## src/rtl/seg7_scan_driver_pkg.sv

```systemverilog
// Shared definitions for the 7-segment scan driver: segment patterns and FSM states.
// Latency: n/a (constants only).
// Backpressure: n/a.
package seg7_scan_driver_pkg;

  // Active-high segment patterns, bit0=a .. bit6=g
  localparam logic [6:0] SEG_0    = 7'h3F;
  localparam logic [6:0] SEG_1    = 7'h06;
  localparam logic [6:0] SEG_2    = 7'h5B;
  localparam logic [6:0] SEG_3    = 7'h4F;
  localparam logic [6:0] SEG_4    = 7'h66;
  localparam logic [6:0] SEG_5    = 7'h6D;
  localparam logic [6:0] SEG_6    = 7'h7D;
  localparam logic [6:0] SEG_7    = 7'h07;
  localparam logic [6:0] SEG_8    = 7'h7F;
  localparam logic [6:0] SEG_9    = 7'h6F;
  localparam logic [6:0] SEG_DASH = 7'h40;

  // Scan FSM: dark until the first tick, then alternating one-cycle guard and digit slot
  typedef enum logic [1:0] {
    ST_IDLE  = 2'd0,
    ST_GUARD = 2'd1,
    ST_SHOW  = 2'd2
  } state_t;

endpackage

```

## src/rtl/seg7_scan_driver_bcd_to_seg7.sv

```systemverilog
// BCD nibble to active-high 7-segment pattern; non-decimal codes show a dash.
// Latency: combinational.
// Backpressure: none.
module bcd_to_seg7
  import seg7_scan_driver_pkg::*;
(
  input  logic [3:0] i_bcd,
  output logic [6:0] o_seg
);

  // Table lookup; 10..15 are not valid BCD so they render as a dash
  always_comb begin
    case (i_bcd)
      4'd0:    o_seg = SEG_0;
      4'd1:    o_seg = SEG_1;
      4'd2:    o_seg = SEG_2;
      4'd3:    o_seg = SEG_3;
      4'd4:    o_seg = SEG_4;
      4'd5:    o_seg = SEG_5;
      4'd6:    o_seg = SEG_6;
      4'd7:    o_seg = SEG_7;
      4'd8:    o_seg = SEG_8;
      4'd9:    o_seg = SEG_9;
      default: o_seg = SEG_DASH;
    endcase
  end

endmodule

```

## src/rtl/seg7_scan_driver.sv

```systemverilog
// Time-multiplexed common-anode 7-segment driver with per-frame digit snapshot and guard slot.
// Latency: tick in cycle T -> anodes off at T+1, new digit visible from T+2 until next tick.
// Backpressure: none; i_en low freezes the prescaler and holds the display steady.
module seg7_scan_driver
  import seg7_scan_driver_pkg::*;
#(
  parameter int DIGITS         = 4,
  parameter int PRESCALE       = 50000,
  parameter bit SEG_ACTIVE_LOW = 1'b1,
  parameter bit AN_ACTIVE_LOW  = 1'b1
) (
  input  logic                  clk,
  input  logic                  i_rst_n,
  input  logic                  i_en,
  input  logic [4*DIGITS-1:0]   i_bcd,
  input  logic [DIGITS-1:0]     i_dp,
  input  logic                  i_blank_lz,
  output logic [6:0]            o_seg,
  output logic                  o_dp,
  output logic [DIGITS-1:0]     o_an,
  output logic                  o_tick
);

  localparam int PW    = (PRESCALE > 1) ? $clog2(PRESCALE) : 1;
  localparam int IDX_W = (DIGITS > 1) ? $clog2(DIGITS) : 1;

  localparam logic [PW-1:0]     PS_MAX  = PW'(PRESCALE - 1);
  localparam logic [IDX_W-1:0]  IDX_MAX = IDX_W'(DIGITS - 1);

  // Inactive levels; XOR with these converts an active-high value to the pin polarity
  localparam logic [6:0]        SEG_OFF = {7{SEG_ACTIVE_LOW}};
  localparam logic              DP_OFF  = SEG_ACTIVE_LOW;
  localparam logic [DIGITS-1:0] AN_OFF  = {DIGITS{AN_ACTIVE_LOW}};

  logic [PW-1:0]        r_presc;
  logic [IDX_W-1:0]     r_idx;
  logic [4*DIGITS-1:0]  r_shadow;
  logic [DIGITS-1:0]    r_shadow_dp;
  state_t               r_state;

  logic                 w_tick;
  logic [3:0]           w_nib;
  logic                 w_dp_sel;
  logic                 w_blank;
  logic [DIGITS-1:0]    w_an_hot;
  logic [6:0]           w_seg_hi;

  assign w_tick = i_en && (r_presc == PS_MAX);

  // Slot prescaler: counts enabled cycles and wraps on the slot tick
  always_ff @(posedge clk or negedge i_rst_n) begin
    if (!i_rst_n) begin
      r_presc <= '0;
    end else if (w_tick) begin
      r_presc <= '0;
    end else if (i_en) begin
      r_presc <= r_presc + 1'b1;
    end
  end

  // Select the current shadow digit, its dp bit and anode, and decide leading-zero blanking
  always_comb begin
    logic v_upper_zero;
    w_nib        = 4'd0;
    w_dp_sel     = 1'b0;
    w_blank      = 1'b0;
    w_an_hot     = '0;
    v_upper_zero = 1'b1;
    // Walk from the most significant digit down so v_upper_zero covers digits DIGITS-1..k
    for (int k = DIGITS - 1; k >= 0; k--) begin
      if (r_shadow[4*k +: 4] != 4'd0) begin
        v_upper_zero = 1'b0;
      end
      if (k == int'(r_idx)) begin
        w_nib       = r_shadow[4*k +: 4];
        w_dp_sel    = r_shadow_dp[k];
        w_blank     = i_blank_lz && (k != 0) && v_upper_zero;
        w_an_hot[k] = 1'b1;
      end
    end
  end

  bcd_to_seg7 u_dec (
    .i_bcd (w_nib),
    .o_seg (w_seg_hi)
  );

  // Scan FSM with registered display outputs; the guard cycle kills the anodes between digits
  always_ff @(posedge clk or negedge i_rst_n) begin
    if (!i_rst_n) begin
      r_state     <= ST_IDLE;
      r_idx       <= '0;
      r_shadow    <= '0;
      r_shadow_dp <= '0;
      o_seg       <= SEG_OFF;
      o_dp        <= DP_OFF;
      o_an        <= AN_OFF;
    end else begin
      case (r_state)
        ST_IDLE: begin
          o_seg <= SEG_OFF;
          o_dp  <= DP_OFF;
          o_an  <= AN_OFF;
          if (w_tick) begin
            r_shadow    <= i_bcd;
            r_shadow_dp <= i_dp;
            r_idx       <= '0;
            r_state     <= ST_GUARD;
          end
        end
        ST_GUARD: begin
          // Single cycle, independent of i_en, so a frozen scan never sits in the dark
          if (w_blank) begin
            o_seg <= SEG_OFF;
            o_dp  <= DP_OFF;
            o_an  <= AN_OFF;
          end else begin
            o_seg <= w_seg_hi ^ SEG_OFF;
            o_dp  <= w_dp_sel ^ DP_OFF;
            o_an  <= w_an_hot ^ AN_OFF;
          end
          r_state <= ST_SHOW;
        end
        ST_SHOW: begin
          if (w_tick) begin
            // Shadow only reloads on the frame wrap so a rolling counter cannot tear
            if (r_idx == IDX_MAX) begin
              r_idx       <= '0;
              r_shadow    <= i_bcd;
              r_shadow_dp <= i_dp;
            end else begin
              r_idx <= r_idx + 1'b1;
            end
            o_an    <= AN_OFF;
            r_state <= ST_GUARD;
          end
        end
        default: begin
          r_state <= ST_IDLE;
        end
      endcase
    end
  end

  // Registered tick strobe, one cycle after the slot tick
  always_ff @(posedge clk or negedge i_rst_n) begin
    if (!i_rst_n) begin
      o_tick <= 1'b0;
    end else begin
      o_tick <= w_tick;
    end
  end

endmodule

```

## config.mk

```make
export PLATFORM = sky130hd
export DESIGN_NAME = seg7_scan_driver
export DESIGN_NICKNAME = d
export VERILOG_FILES = /design/src/rtl/seg7_scan_driver_pkg.sv /design/src/rtl/seg7_scan_driver_bcd_to_seg7.sv /design/src/rtl/seg7_scan_driver.sv
export SDC_FILE = /design/constraint.sdc
export NUM_CORES = 1
export LEC_CHECK = 0
export CORE_MARGIN = 2
export CORE_UTILIZATION = 49
export CTS_CLUSTER_DIAMETER = 60
export DETAILED_ROUTE_END_ITERATION = 10
export PLACE_DENSITY = 0.86
export REMOVE_ABC_BUFFERS = 1
export SLEW_MARGIN = 0
export SYNTH_ARGS = -nofsm -noshare
export SYNTH_HDL_FRONTEND = slang
export SYNTH_SLANG_ARGS = --single-unit
```

## constraint.sdc

```tcl
create_clock -name clk -period 2.6 [get_ports clk]
set_clock_uncertainty 0.1 [all_clocks]
set_input_delay 0.26 -clock clk [delete_from_list [all_inputs] [get_ports clk]]
set_output_delay 0.26 -clock clk [all_outputs]
set_load 0.01 [all_outputs]
```

==> reports/metrics.yaml <==
sta:
  fmax_ghz: 0.392
  tns_ns: 0
  final.min_clock_period_ns: 2.55
  setup_violations: 0
  slew-limit-headroom_pct: 65.5
  hold_violations: 0
  finalMaxSlewViolations: 0
  fin_crit_sh_pct: 98.0
  grt_setup_unrepaired: "yes"
  tightestPinTransition_ns: 0.513
  hold_ws_ns: 0.359
yosys:
  ys_types: 51
  ys_async_sr_fraction_pct: 100
  synthFlopType: "dfrtp_1"
  synth_seq_cells: 53
  syn_avg_cell_area_um2: 11.9
  netlist_area_um2: 2700
  postSynthCellCount: 227
  yosysSeqAreaShare_pct: 49.7
  synth_edf_count: 0
  synth_area_leaders: "dfrtp_1 38%, dfstp_2 12%, mux2_4 11%, ha_1 4.6%, a2bb2oi_1 2.6%"
  synth.yosys.warnings: 0
  yosys.area.top_type_share_pct: 38.1
  synth_top_area_cell: "dfrtp_1"
drt:
  wire_per_inst_um: 15.8
  dr.pass1.iters: 4
  ant_nets: 0
  drt_iter0_drc: 115
  routed_wl_mm: 5.54
  num_vias: 1903
  avgViaCountPerCell: 5.44
  drc_errors: 0
cts:
  clock_tree.root_cell: "clkbuf_8"
  clkSinkCount: 53
  cts_tree: "built"
  cts_buffers: 5
  h-tree-depth: 2
  clk_path_buf_depth: 2
  clkSlewWorstSetupHoldPaths_ns: 0.09
  insertion_delay_ns: 0.30
layout:
  drive_above_1_share_pct: 24.1
  final_util_pct: 62.2
  area_growth_pct: 24.7
  final_nets: 312
  mostFrequentLayoutCell: "dfrtp_1"
  mostFrequentLayoutCells: "41 x dfrtp_1, 35 x clkdlybuf4s50_1, 20 x mux2_4"
  diodes: 0
  fill_cells: 426
setup_path:
  crit_arrival_ns: 2.64
  critPathTopFamily: "simple AND/OR/NAND/NOR gates"
  startpoint_type: "flop"
  crit_type: "flop to flop"
  cpPeakStageDelay_ns: 0.57
  cp_data_required_time_ns: 2.69
  crit_path_end_kind: "flop"
  crit_fanout: 5
  crit_start: "r_presc[7]"
  critPathBufInv: 0
  r2r-start: "r_presc[7]"
  crit_chain: "or4b_1, or4_4, or3_4, mux2_4"
  critical_path.slowest_cell: "or4_4"
global_route:
  grt_pass1_wl_mm: 9.29
  grt.total_usage_pct: 19.1
  grt_pass1_vias: 2019
  antenna_found_initial: 0
  grt_max_degree: 54
  grt-ovfl-total: 0
place:
  port_buffers: 36
  routabilityCongestion: 0.871
  dp_hpwl_mm: 3.76
floorplanning:
  die_width_um: 78.2
  rows: 27
  boundaryPins: 37
  dieArea_um2: 6110
  die_y_um: 78.2
  core_area_um2: 5410
  initial_core_util_pct: 49.9
flow_run:
  drv_cap: 0
power:
  ir_drop_v: 0.000456
  total_power_w: 0.00168
  power_density_nw_per_um2: 500
  p_leak_nw: 1.60
hold_path:
  hold_path.class: "primary input to async pin"
outcome:
  status: "complete, no violations"
-- cells in the mapped netlist (all sizes together), types with 2 or more instances --
library cell and number:
a211oi 4, a21oi 6, a2bb2oi 8, a31o 2
and3 2, buf 2, clkbuf 5, dfrtp 41
dfstp 12, ha 10, inv 13, mux2 22
mux2i 2, nand2 11, nand2b 4, nand3 2
nand3b 5, nand4 5, nor2 13, nor2b 8
nor3b 3, nor4 2, o21ai 8, or2 2
or3 2, xnor2 6, xor2 7
-- worst paths after layout --
kind / depth (start not counted) / slack, ns / endpoint
max in group asynchronous: 3 / 1.73 / o_seg[4]
worst min-delay path: 3 / 0.36 / r_presc[13]
worst min register to register: 2 / 0.37 / o_seg[3]
worst max-delay path: 4 / 0.05 / r_shadow_dp[3]
min in group clk: 2 / 0.37 / o_seg[3]
worst max register to register: 4 / 0.05 / r_shadow_dp[3]
-- area by class of cell --
class / instances / area, um^2 / share of cell area (%)
clock buffers: 5 / 68.8 / 2.05
clock inverters: 2 / 35.0 / 1.04
inverters: 13 / 48.8 / 1.45
multi-input cells: 156 / 1310 / 39.0
flip-flops and latches: 53 / 1340 / 39.9
well taps: 72 / 90.1 / 2.68
repair buffers: 49 / 468 / 13.9
-- routing by layer --
metal	routed length [um]	part of all wire [%]	GRT usage (%)	vias to the layer above
met5	0	0	0	-
met4	45	0.81	6.84	0
li1	-	-	-	912
met3	207	3.7	4.25	4
met2	2780	50	32.3	34
met1	2510	45	24.0	953
-- cells by family (layout without fill, tap and decap cells) --
logic type	count (synthesis)	after routing	synth area share (%)
xor+xnor	13	13	4.22
fa+ha+maj	10	10	4.64
buf+inv	20	69	3.34
flops	53	53	49.7
compound gates	38	38	10.1
simple gates	69	71	15.3
mux	24	24	12.7
-- per-stage QoR --
stage | cell area [um^2] | setup slack, ns | instances
finish | 3360 | 0.0514 | 350
global route | 3360 | -0.00741 | 350
CTS | 3330 | 0.0116 | 348
detailed placement | 3200 | 0.0148 | 340
global placement | 3200 | 0.0680 | 340
floorplan | 2660 | 0.0626 | 220
-- what timing repair did --
item,in CTS,in global routing
gates cloned,0,2
pin swaps,0,3
hold buffers,1,0
setup buffers,0,0
endpoints found under the hold margin,41,0
gates resized for setup,2,6
endpoints found under the setup margin,1,27
-- sequential cells by signal, indices dropped and copies added (netlist names) --
name         cells
r_presc         16
r_shadow        16
o_seg            7
o_an             4
r_shadow_dp      4
r_idx            2
r_state          2
o_dp             1
o_tick           1
-- worst min-delay path, delay by kind of cell --
kind,cells,cell delay [ns]
buffers and inverters,3,0.89
-- where the power goes --
group,leakage (nW),switching (W),internal [W]
clock,0.0540,0.000258,0.000280
combinational,0.874,0.0000971,0.000122
sequential,0.677,0.0000455,0.000879
total,1.60,0.000401,0.00128
No activity file was read; power rests on OpenSTA's default activity.
